<file path="src/rtl/mmu_pager_pkg.sv">
// Shared constants for the mmu_pager multi-window memory pager.
// Register offsets, CTRL bit positions and commit FSM state codes.
package mmu_pager_pkg;

  localparam logic [3:0] REG_PAGE0  = 4'h0;
  localparam logic [3:0] REG_CTRL   = 4'h8;
  localparam logic [3:0] REG_LOCK   = 4'h9;
  localparam logic [3:0] REG_DELAY  = 4'hA;
  localparam logic [3:0] REG_STATUS = 4'hB;

  localparam int unsigned CTRL_COMMIT  = 0;
  localparam int unsigned CTRL_DCOMMIT = 1;
  localparam int unsigned CTRL_IRQ_EN  = 2;
  localparam int unsigned CTRL_ROD     = 3;
  localparam int unsigned CTRL_RAD     = 4;
  localparam int unsigned CTRL_PENDING = 7;

  localparam logic [0:0] ST_IDLE  = 1'b0;
  localparam logic [0:0] ST_COUNT = 1'b1;

endpackage

</file>
<file path="src/rtl/mmu_pager_commit_timer.sv">
// Commit sequencer: immediate or bus-cycle-delayed copy of staged pages to active.
// commit_c is a same-clk strobe; pending is the registered COUNT state.
module mmu_pager_commit_timer
  import mmu_pager_pkg::*;
#(
  parameter int unsigned DLY_W = 4
) (
  input  logic             clk,
  input  logic             rst,
  input  logic             commit,
  input  logic             dcommit,
  input  logic             vma,
  input  logic [DLY_W-1:0] delay,
  output logic             commit_c,
  output logic             pending
);

  logic [0:0]       state, state_nx;
  logic [DLY_W-1:0] cnt, cnt_nx;

  always_ff @(posedge clk) begin
    if (rst) begin
      state <= ST_IDLE;
      cnt   <= '0;
    end else begin
      state <= state_nx;
      cnt   <= cnt_nx;
    end
  end

  // Terminal vma commits even if a CTRL write lands on the same clk; COMMIT beats DCOMMIT.
  always_comb begin
    state_nx = state;
    cnt_nx   = cnt;
    commit_c = 1'b0;
    if (state == ST_COUNT && vma) begin
      if (cnt == DLY_W'(1)) begin
        commit_c = 1'b1;
        state_nx = ST_IDLE;
      end else begin
        cnt_nx = cnt - DLY_W'(1);
      end
    end
    if (commit) begin
      commit_c = 1'b1;
      state_nx = ST_IDLE;
    end else if (dcommit) begin
      if (delay == '0) begin
        commit_c = 1'b1;
        state_nx = ST_IDLE;
      end else begin
        state_nx = ST_COUNT;
        cnt_nx   = delay;
      end
    end
  end

  assign pending = (state == ST_COUNT);

endmodule

</file>
<file path="src/rtl/mmu_pager.sv">
// Multi-window CPU memory pager with staged atomic page commit and per-window write locks.
// Define MMU_PAGER_IRQ_EN to build violation logging, STATUS and irq.
module mmu_pager
  import mmu_pager_pkg::*;
#(
  parameter int unsigned ADDR_W = 16,
  parameter int unsigned WSEL_W = 2,
  parameter int unsigned PAGE_W = 6,
  parameter int unsigned DLY_W  = 4
) (
  input  logic                             clk,
  input  logic                             rst,
  input  logic [3:0]                       AD,
  input  logic [7:0]                       DI,
  output logic [7:0]                       DO,
  input  logic                             rw,
  input  logic                             cs,
  input  logic [ADDR_W-1:0]                cpu_addr,
  input  logic                             cpu_rw,
  input  logic                             cpu_vma,
  output logic [PAGE_W+ADDR_W-WSEL_W-1:0]  ext_addr,
  output logic                             wr_inhibit,
  output logic                             brom_disable,
  output logic                             bram_disable,
  output logic                             irq
);

  localparam int unsigned NUM_WIN   = 2 ** WSEL_W;
  localparam int unsigned OFF_W     = ADDR_W - WSEL_W;
  localparam logic [4:0]  NUM_WIN_L = 5'(NUM_WIN);

  logic [PAGE_W-1:0]  staged [NUM_WIN];
  logic [PAGE_W-1:0]  active [NUM_WIN];
  logic [NUM_WIN-1:0] lock;
  logic [DLY_W-1:0]   delay;
  logic               rod, rad;
  logic               commit_c, pending;
  logic               irq_en, viol;
  logic [2:0]         viol_win;
  logic [7:0]         rd_data;
  logic               unused_di;

  logic              reg_wr, reg_rd, ctrl_wr, page_sel;
  logic [3:0]        page_off;
  logic [WSEL_W-1:0] page_idx, win;

  assign reg_wr   = cs & ~rw;
  assign reg_rd   = cs & rw;
  assign ctrl_wr  = reg_wr && (AD == REG_CTRL);
  assign page_off = AD - REG_PAGE0;
  assign page_sel = ({1'b0, page_off} < NUM_WIN_L);
  assign page_idx = page_off[WSEL_W-1:0];
  assign unused_di = ^DI;

  assign win        = cpu_addr[ADDR_W-1 -: WSEL_W];
  assign ext_addr   = {active[win], cpu_addr[OFF_W-1:0]};
  assign wr_inhibit = cpu_vma & ~cpu_rw & lock[win];

  mmu_pager_commit_timer #(.DLY_W(DLY_W)) u_timer (
    .clk      (clk),
    .rst      (rst),
    .commit   (ctrl_wr & DI[CTRL_COMMIT]),
    .dcommit  (ctrl_wr & DI[CTRL_DCOMMIT]),
    .vma      (cpu_vma),
    .delay    (delay),
    .commit_c (commit_c),
    .pending  (pending)
  );

  // Commit copies staged as it stood before any same-clk page write.
  always_ff @(posedge clk) begin
    if (rst) begin
      for (int unsigned i = 0; i < NUM_WIN; i++) begin
        staged[i] <= PAGE_W'(i);
        active[i] <= PAGE_W'(i);
      end
    end else begin
      if (commit_c) begin
        for (int unsigned i = 0; i < NUM_WIN; i++) active[i] <= staged[i];
      end
      if (reg_wr && page_sel) staged[page_idx] <= DI[PAGE_W-1:0];
    end
  end

  always_ff @(posedge clk) begin
    if (rst) begin
      lock  <= '0;
      delay <= '0;
      rod   <= 1'b0;
      rad   <= 1'b1;
    end else if (reg_wr) begin
      case (AD)
        REG_CTRL: begin
          rod <= DI[CTRL_ROD];
          rad <= DI[CTRL_RAD];
        end
        REG_LOCK:  lock  <= DI[NUM_WIN-1:0];
        REG_DELAY: delay <= DI[DLY_W-1:0];
        default: ;
      endcase
    end
  end

`ifdef MMU_PAGER_IRQ_EN
  // A violation in the same clk as a STATUS clear keeps VIOL set.
  always_ff @(posedge clk) begin
    if (rst) begin
      irq_en   <= 1'b0;
      viol     <= 1'b0;
      viol_win <= '0;
    end else begin
      if (ctrl_wr) irq_en <= DI[CTRL_IRQ_EN];
      if (wr_inhibit) begin
        viol <= 1'b1;
        if (!viol) viol_win <= 3'(win);
      end else if (reg_wr && AD == REG_STATUS && DI[0]) begin
        viol <= 1'b0;
      end
    end
  end
  assign irq = viol & irq_en;
`else
  assign irq_en   = 1'b0;
  assign viol     = 1'b0;
  assign viol_win = '0;
  assign irq      = 1'b0;
`endif

  always_comb begin
    rd_data = 8'h00;
    if (page_sel) begin
      rd_data = 8'(staged[page_idx]);
    end else begin
      case (AD)
        REG_CTRL: begin
          rd_data[CTRL_PENDING] = pending;
          rd_data[CTRL_RAD]     = rad;
          rd_data[CTRL_ROD]     = rod;
          rd_data[CTRL_IRQ_EN]  = irq_en;
        end
        REG_LOCK:   rd_data = 8'(lock);
        REG_DELAY:  rd_data = 8'(delay);
        REG_STATUS: rd_data = {4'b0000, viol_win, viol};
        default: ;
      endcase
    end
  end

  always_ff @(posedge clk) begin
    if (rst)         DO <= 8'h00;
    else if (reg_rd) DO <= rd_data;
  end

  assign brom_disable = rod;
  assign bram_disable = rad;

endmodule

</file>
<file path="config.mk">
export PLATFORM = sky130hd
export DESIGN_NAME = mmu_pager
export DESIGN_NICKNAME = d
export VERILOG_FILES = /design/src/rtl/mmu_pager_pkg.sv /design/src/rtl/mmu_pager_commit_timer.sv /design/src/rtl/mmu_pager.sv
export SDC_FILE = /design/constraint.sdc
export NUM_CORES = 1
export LEC_CHECK = 0
export ABC_AREA = 1
export CAP_MARGIN = 20
export CORE_MARGIN = 8
export CORE_UTILIZATION = 25
export CTS_CLUSTER_DIAMETER = 80
export DETAILED_ROUTE_END_ITERATION = 10
export SYNTH_ARGS = -nofsm -noshare
export SYNTH_HDL_FRONTEND = slang
export SYNTH_SLANG_ARGS = --single-unit
</file>
<file path="constraint.sdc">
create_clock -name clk -period 1.9 [get_ports clk]
set_input_delay 0.38 -clock clk [delete_from_list [all_inputs] [get_ports clk]]
set_output_delay 0.38 -clock clk [all_outputs]
set_load 0.03 [all_outputs]
</file>
==> results of run 1 <==
==> per-layer routing <==
layer	wire length (um)	part of all wire	up-vias	track usage
met3	533	0.060	23	0.0371
met4	307	0.035	0	0.0592
met2	4220	0.48	74	0.162
met5	0	0	-	0
met1	3790	0.43	1331	0.112
li1	-	-	1491	-
==> layout make-up <==
class | instances | area, um2 | area share
well taps | 180 | 225 | 0.0479
inverters | 57 | 214 | 0.0455
clock buffers | 9 | 225 | 0.0479
repair buffers | 86 | 771 | 0.164
clock inverters | 7 | 63.8 | 0.0136
flip-flops and latches | 70 | 1880 | 0.400
multi-input cells | 273 | 1320 | 0.281
==> cells by family after synthesis <==
kind of cell,count (synthesis)
and+or+nand+nor,212
adders and majority gates,2
AOI/OAI and AO/OA,57
buffers and inverters,81
DFF,70
other,1
==> metrics by stage <==
step	hold slack, ns	cells	utilization
after floorplan	0.444	424	-
after global placement	0.461	666	0.317
after detailed placement	0.470	666	0.317
after CTS	0.478	682	0.338
after global routing	0.501	682	0.339
final	0.469	682	0.339
==> power by group through the flow <==
stage               Sequential (mW)  Combinational, mW  Clock [mW]
floorplan                      1.74              0.240           0
global placement               1.74              0.406           0
detailed placement             1.74              0.409           0
CTS                            1.71              0.414        1.65
global route                   1.71              0.448        1.72
finish                         1.71              0.409        1.62
==> critical path, cell delays in order <==
cell and delay (ns):
dlygate4sd2_1 0.26, inv_1 0.09, buf_4 0.18, nor2_1 0.06, o22ai_1 0.26, buf_12 0.16
==> final timing paths <==
check                  from      endpoint  cells past startpoint
max            cpu_addr[14]  ext_addr[16]                      6
min reg2reg           DO[5]         DO[5]                      2
max reg2reg  u_timer.cnt[1]  active[3][2]                      9
min                   DO[5]         DO[5]                      2
==> registers in the layout (all words and copies together) (netlist names) <==
register	count
DO	7
active	24
bram_disable	1
brom_disable	1
delay	4
lock	4
staged	24
u_timer.cnt	4
u_timer.pending	1
==> repair_timing <==
item,in CTS,in global routing
pin swaps,1,0
setup endpoints to repair,7,19
resized for setup,5,4
==> placed cells by master (no fill, tap or decap), types with 2 or more instances in the layout <==
cell	Yosys	layout
nand2_1	98	95
nor2_1	56	56
inv_1	56	55
buf_4	16	55
edfxtp_1	48	48
o21ai_0	27	26
clkdlybuf4s50_1	0	24
a21oi_1	23	23
dfxtp_1	22	22
nor2_2	19	19
nand3_1	19	18
clkbuf_16	0	9
nand2_2	2	5
buf_12	0	5
o22ai_1	6	4
nor2_4	4	4
nand3b_1	4	4
nor3_1	4	4
clkinv_1	1	3
nand4_1	3	3
o22ai_2	0	2
ha_1	2	2
conb_1	1	2
clkinv_2	0	2
dlygate4sd2_1	0	2
==> flow_metrics.py, run 1 <==
metrics = {
    "outcome": {
        "status": "finished clean",
    },
    "yosys": {
        "synthXorXnorAreaFrac": 0,
        "yosys_warnings": 0,
        "synth_simple_gate_area_share": 0.272,
        "synth_compound_area_frac": 0.0831,
        "synth_area_leaders": "edfxtp_1 (41%), dfxtp_1 (12%), nand2_1 (10%), inv_1 (5.9%), nor2_1 (5.9%)",
        "syn-cell-area_um2": 3550,
        "synth_ff_type": "edfxtp_1",
        "synth-edff-count": 48,
        "synth_seq_cells": 70,
        "synth-adder-area-share": 0.00704,
        "synth_cell_type_count": 25,
        "synth_seq_area_share": 0.530,
        "synthTopCellsByCount": "nand2_1 (98), inv_1 (56), nor2_1 (56)",
        "synth.mux.area_fraction": 0,
        "synthArstFlopShare": 0,
        "syn_area_per_cell_um2": 8.40,
        "synthCells": 423,
        "synth_top_family_by_area": "simple AND/OR/NAND/NOR gates",
        "synth.largest_area_cell": "edfxtp_1",
        "yosysMostFrequentCell": "nand2_1",
        "synth_top_area_share": 0.406,
    },
    "sta": {
        "max_freq_mhz": 562,
        "setup_viol": 0,
        "hold_viol_final": 0,
        "maxSlewViolCount": 0,
        "fin_crit_ns": 1.78,
        "skew_ns": 0.00681,
        "rsz0062_at_grt": "no",
        "worst_slack_ns": 0.122,
        "fin_crit_sh": 0.936,
        "setup_tns_ns": 0,
    },
    "floorplan": {
        "die_h_um": 135,
        "dieArea_um2": 18300,
        "placementRows": 43,
        "pin_count": 66,
        "start_util": 0.256,
        "dieWidth_um": 135,
        "core_area_um2": 13900,
    },
    "finish": {
        "diodes": 0,
        "final_nets": 533,
        "fin_area_um2": 4700,
        "drive_gt1_frac": 0.217,
        "syn_to_final_growth_pct": 32.3,
        "nFillCells": 1421,
    },
    "run": {
        "cap_violations": 0,
    },
    "drt": {
        "wl_um": 8850,
        "via_per_inst": 4.28,
        "drc_errors": 0,
        "dr.pass1.iters": 4,
        "post_drt_wl_per_cell_um": 13.0,
        "drt_iter0_markers": 215,
        "ant_nets": 0,
        "via_count": 2919,
    },
    "power": {
        "powerDensity_nw_per_um2": 795,
        "power_frac_clock": 0.434,
        "vdd_drop_max_mv": 0.396,
        "p_switching_mw": 0.879,
        "switching_share": 0.235,
        "p_leak_nw": 1.97,
        "total_power_mw": 3.74,
        "p_seq_frac": 0.456,
        "pwr-share-comb": 0.109,
        "intPower_mw": 2.86,
    },
    "global_route": {
        "grtUsageTotal": 0.101,
        "grt_pass1_wl_um": 14300,
        "grt_remaining_overflow": 0,
        "grt_max_degree": 25,
        "antenna_found_initial": 0,
        "first_global_vias": 2878,
    },
    "placement": {
        "place_congestion": 0.863,
        "io_buffers": 33,
        "post_dp_cell_area_um2": 4390,
        "hpwlAfterDp_um": 7110,
        "pre_cts_ws_ns": -0.266,
    },
    "clocking": {
        "cts_setup_buffers": 0,
        "clk_pin_slew_ns": 0.05,
        "clk_latency_ns": 0.33,
        "clkSinkCount": 70,
        "clock_path_buffers": 2,
        "postCtsHoldBufs": 0,
        "cts.htree.levels": 3,
        "cts_tree": "built",
        "clockRootBuffer": "clkbuf_16",
        "cts_buffers": 9,
    },
    "critical_path": {
        "cp-end-kind": "primary output",
        "arrival_ns": 1.40,
        "start_kind": "input port",
        "crit_type": "in -> out",
        "cp_data_required_time_ns": 1.52,
        "critical_path.max_fanout": 12,
        "ff2ff_setup_slack_ns": 0.21,
    },
    "min_path": {
        "min_path_type": "reg -> reg",
    },
}
No activity file was read; power rests on OpenSTA's default activity.
==> run 2: changes to the inputs <==
--- a/config.mk
+++ b/config.mk
@@ -6,11 +6,13 @@
 export NUM_CORES = 1
 export LEC_CHECK = 0
 export ABC_AREA = 1
+export ABC_CLOCK_PERIOD_IN_PS = 1900
 export CAP_MARGIN = 20
-export CORE_MARGIN = 8
-export CORE_UTILIZATION = 25
+export CORE_MARGIN = 4
+export CORE_UTILIZATION = 45
 export CTS_CLUSTER_DIAMETER = 80
 export DETAILED_ROUTE_END_ITERATION = 10
+export PLACE_DENSITY = 0.73
 export SYNTH_ARGS = -nofsm -noshare
 export SYNTH_HDL_FRONTEND = slang
 export SYNTH_SLANG_ARGS = --single-unit
==> run 2 against run 1 <==
Setup slack worse by 0.015 ns. Die area decreased by 49%. Design area decreased by 6.1%.
==> flow_metrics.py, run 2 (synthesis gave the netlist of run 1 again) <==
metrics = {
    "critical_path": {
        "critPathMaxStageDelay_ns": 0.69,
        "r2r_end": "active[3][3]",
        "cp_top_family": "buffers and inverters",
        "ff2ff_setup_slack_ns": 0.20,
        "r2r_cells": 9,
        "cp.depth": 1,
        "path_buf_inv": 1,
        "crit_path_cell_trace": "clkdlybuf4s50_1",
        "critical_path.max_fanout": 3,
        "crit_type": "reg -> out",
        "timing.rr.start": "u_timer.cnt[1]",
        "cp-end-kind": "primary output",
        "start_kind": "register",
        "arrival_ns": 1.41,
        "endpoint": "bram_disable",
        "cp-startpoint": "bram_disable",
        "critPathSlowestCell": "clkdlybuf4s50_1",
        "cp_data_required_time_ns": 1.52,
    },
    "drt": {
        "via_count": 2904,
        "wl_um": 8080,
        "via_per_inst": 4.84,
        "post_drt_wl_per_cell_um": 13.5,
        "drt_iter0_markers": 194,
        "dr.pass1.iters": 5,
        "ant_nets": 0,
        "drc_errors": 0,
    },
    "finish": {
        "nFillCells": 696,
        "multiInputGateArea_um2": 1310,
        "final_common_cell": "nand2_1",
        "syn_to_final_growth_pct": 24.2,
        "mostFrequentLayoutCells": "nand2_1 (97), nor2_1 (55), inv_1 (54)",
        "fin_area_um2": 4410,
        "diodes": 0,
        "final_nets": 529,
        "register_area_um2": 1880,
        "finalNonFillerCells": 600,
        "final_util": 0.574,
        "largestRegisters": "active x24, staged x24, DO x7",
        "drive_gt1_frac": 0.209,
    },
    "clocking": {
        "cts_setup_buffers": 0,
        "clk_latency_ns": 0.35,
        "clock_path_buffers": 2,
        "cts_buffers": 9,
        "clkSinkCount": 70,
        "cts_tree": "built",
        "cts.htree.levels": 3,
        "clk_pin_slew_ns": 0.07,
        "clockRootBuffer": "clkbuf_8",
        "postCtsHoldBufs": 0,
    },
    "power": {
        "p_leak_nw": 1.89,
        "powerDensity_nw_per_um2": 720,
        "total_power_mw": 3.18,
        "vdd_drop_max_mv": 0.284,
    },
    "global_route": {
        "grtUsageTotal": 0.179,
        "grt_pass1_wl_um": 13300,
        "grt_remaining_overflow": 0,
        "grt_max_degree": 25,
        "antenna_found_initial": 0,
        "first_global_vias": 2851,
    },
    "placement": {
        "dp.cells": 584,
        "place_congestion": 0.915,
        "io_buffers": 33,
        "hpwlAfterDp_um": 6350,
        "post_dp_cell_area_um2": 4230,
        "pre_cts_ws_ns": -0.236,
    },
    "min_path": {
        "min_path_type": "reg -> reg",
    },
    "sta": {
        "worst_slack_ns": 0.107,
        "max_freq_mhz": 558,
        "fin_crit_sh": 0.944,
        "fin_crit_ns": 1.79,
        "hold_viol_final": 0,
        "maxSlewViolCount": 0,
        "skew_ns": 0.00718,
        "setup_viol": 0,
        "setup_tns_ns": 0,
        "holdWs_ns": 0.471,
    },
    "floorplan": {
        "dieWidth_um": 96.8,
        "placementRows": 32,
        "core_area_um2": 7690,
        "pin_count": 66,
        "die_h_um": 96.8,
        "start_util": 0.462,
        "dieArea_um2": 9380,
    },
    "run": {
        "cap_violations": 0,
    },
    "outcome": {
        "status": "finished clean",
    },
}
[run 2: changes by cell type in the layout (fill, tap and decap cells not counted), moves of 2 or more]
cell       before  now
buf_4          55   53
o22ai_2         2    0
nand2_1        95   97
nand2_2         5    3
o22ai_1         4    6
clkinv_1        3    1
buf_12          5    2
clkbuf_16       9    0
clkbuf_8        0   11
[run 2: report_power, final]
group / switching, mW / internal (mW)
sequential: 0.0252 / 1.68
combinational: 0.229 / 0.155
clock: 0.550 / 0.539
[run 2: layer usage]
metal,wire [um],global-route usage
met5,0,0
met1,3580,0.220
met2,3900,0.300
met4,202,0.0994
met3,397,0.0274
[run 2: layout make-up]
type                    instances  share of cell area
clock buffers                  12              0.0352
clock inverters                 4             0.00482
inverters                      57              0.0485
multi-input cells             273               0.296
flip-flops and latches         70               0.427
well taps                     102              0.0289
repair buffers                 82               0.160
[run 2: how the worst min path moves through the flow]
stage	start	to	slack, ns	depth (start not counted)
after floorplan	lock[2]	lock[2]	0.44	2
after global placement	DO[5]	DO[5]	0.46	2
after detailed placement	DO[5]	DO[5]	0.47	2
after CTS	DO[5]	DO[5]	0.47	2
after global routing	brom_disable	brom_disable	0.51	2
final	DO[5]	DO[5]	0.47	2
[run 2: what timing repair did]
action | CTS | global route
pin swaps | 1 | 0
resized for setup | 7 | 2
hold endpoints to repair | 0 | 0
endpoints found under the setup margin | 7 | 10
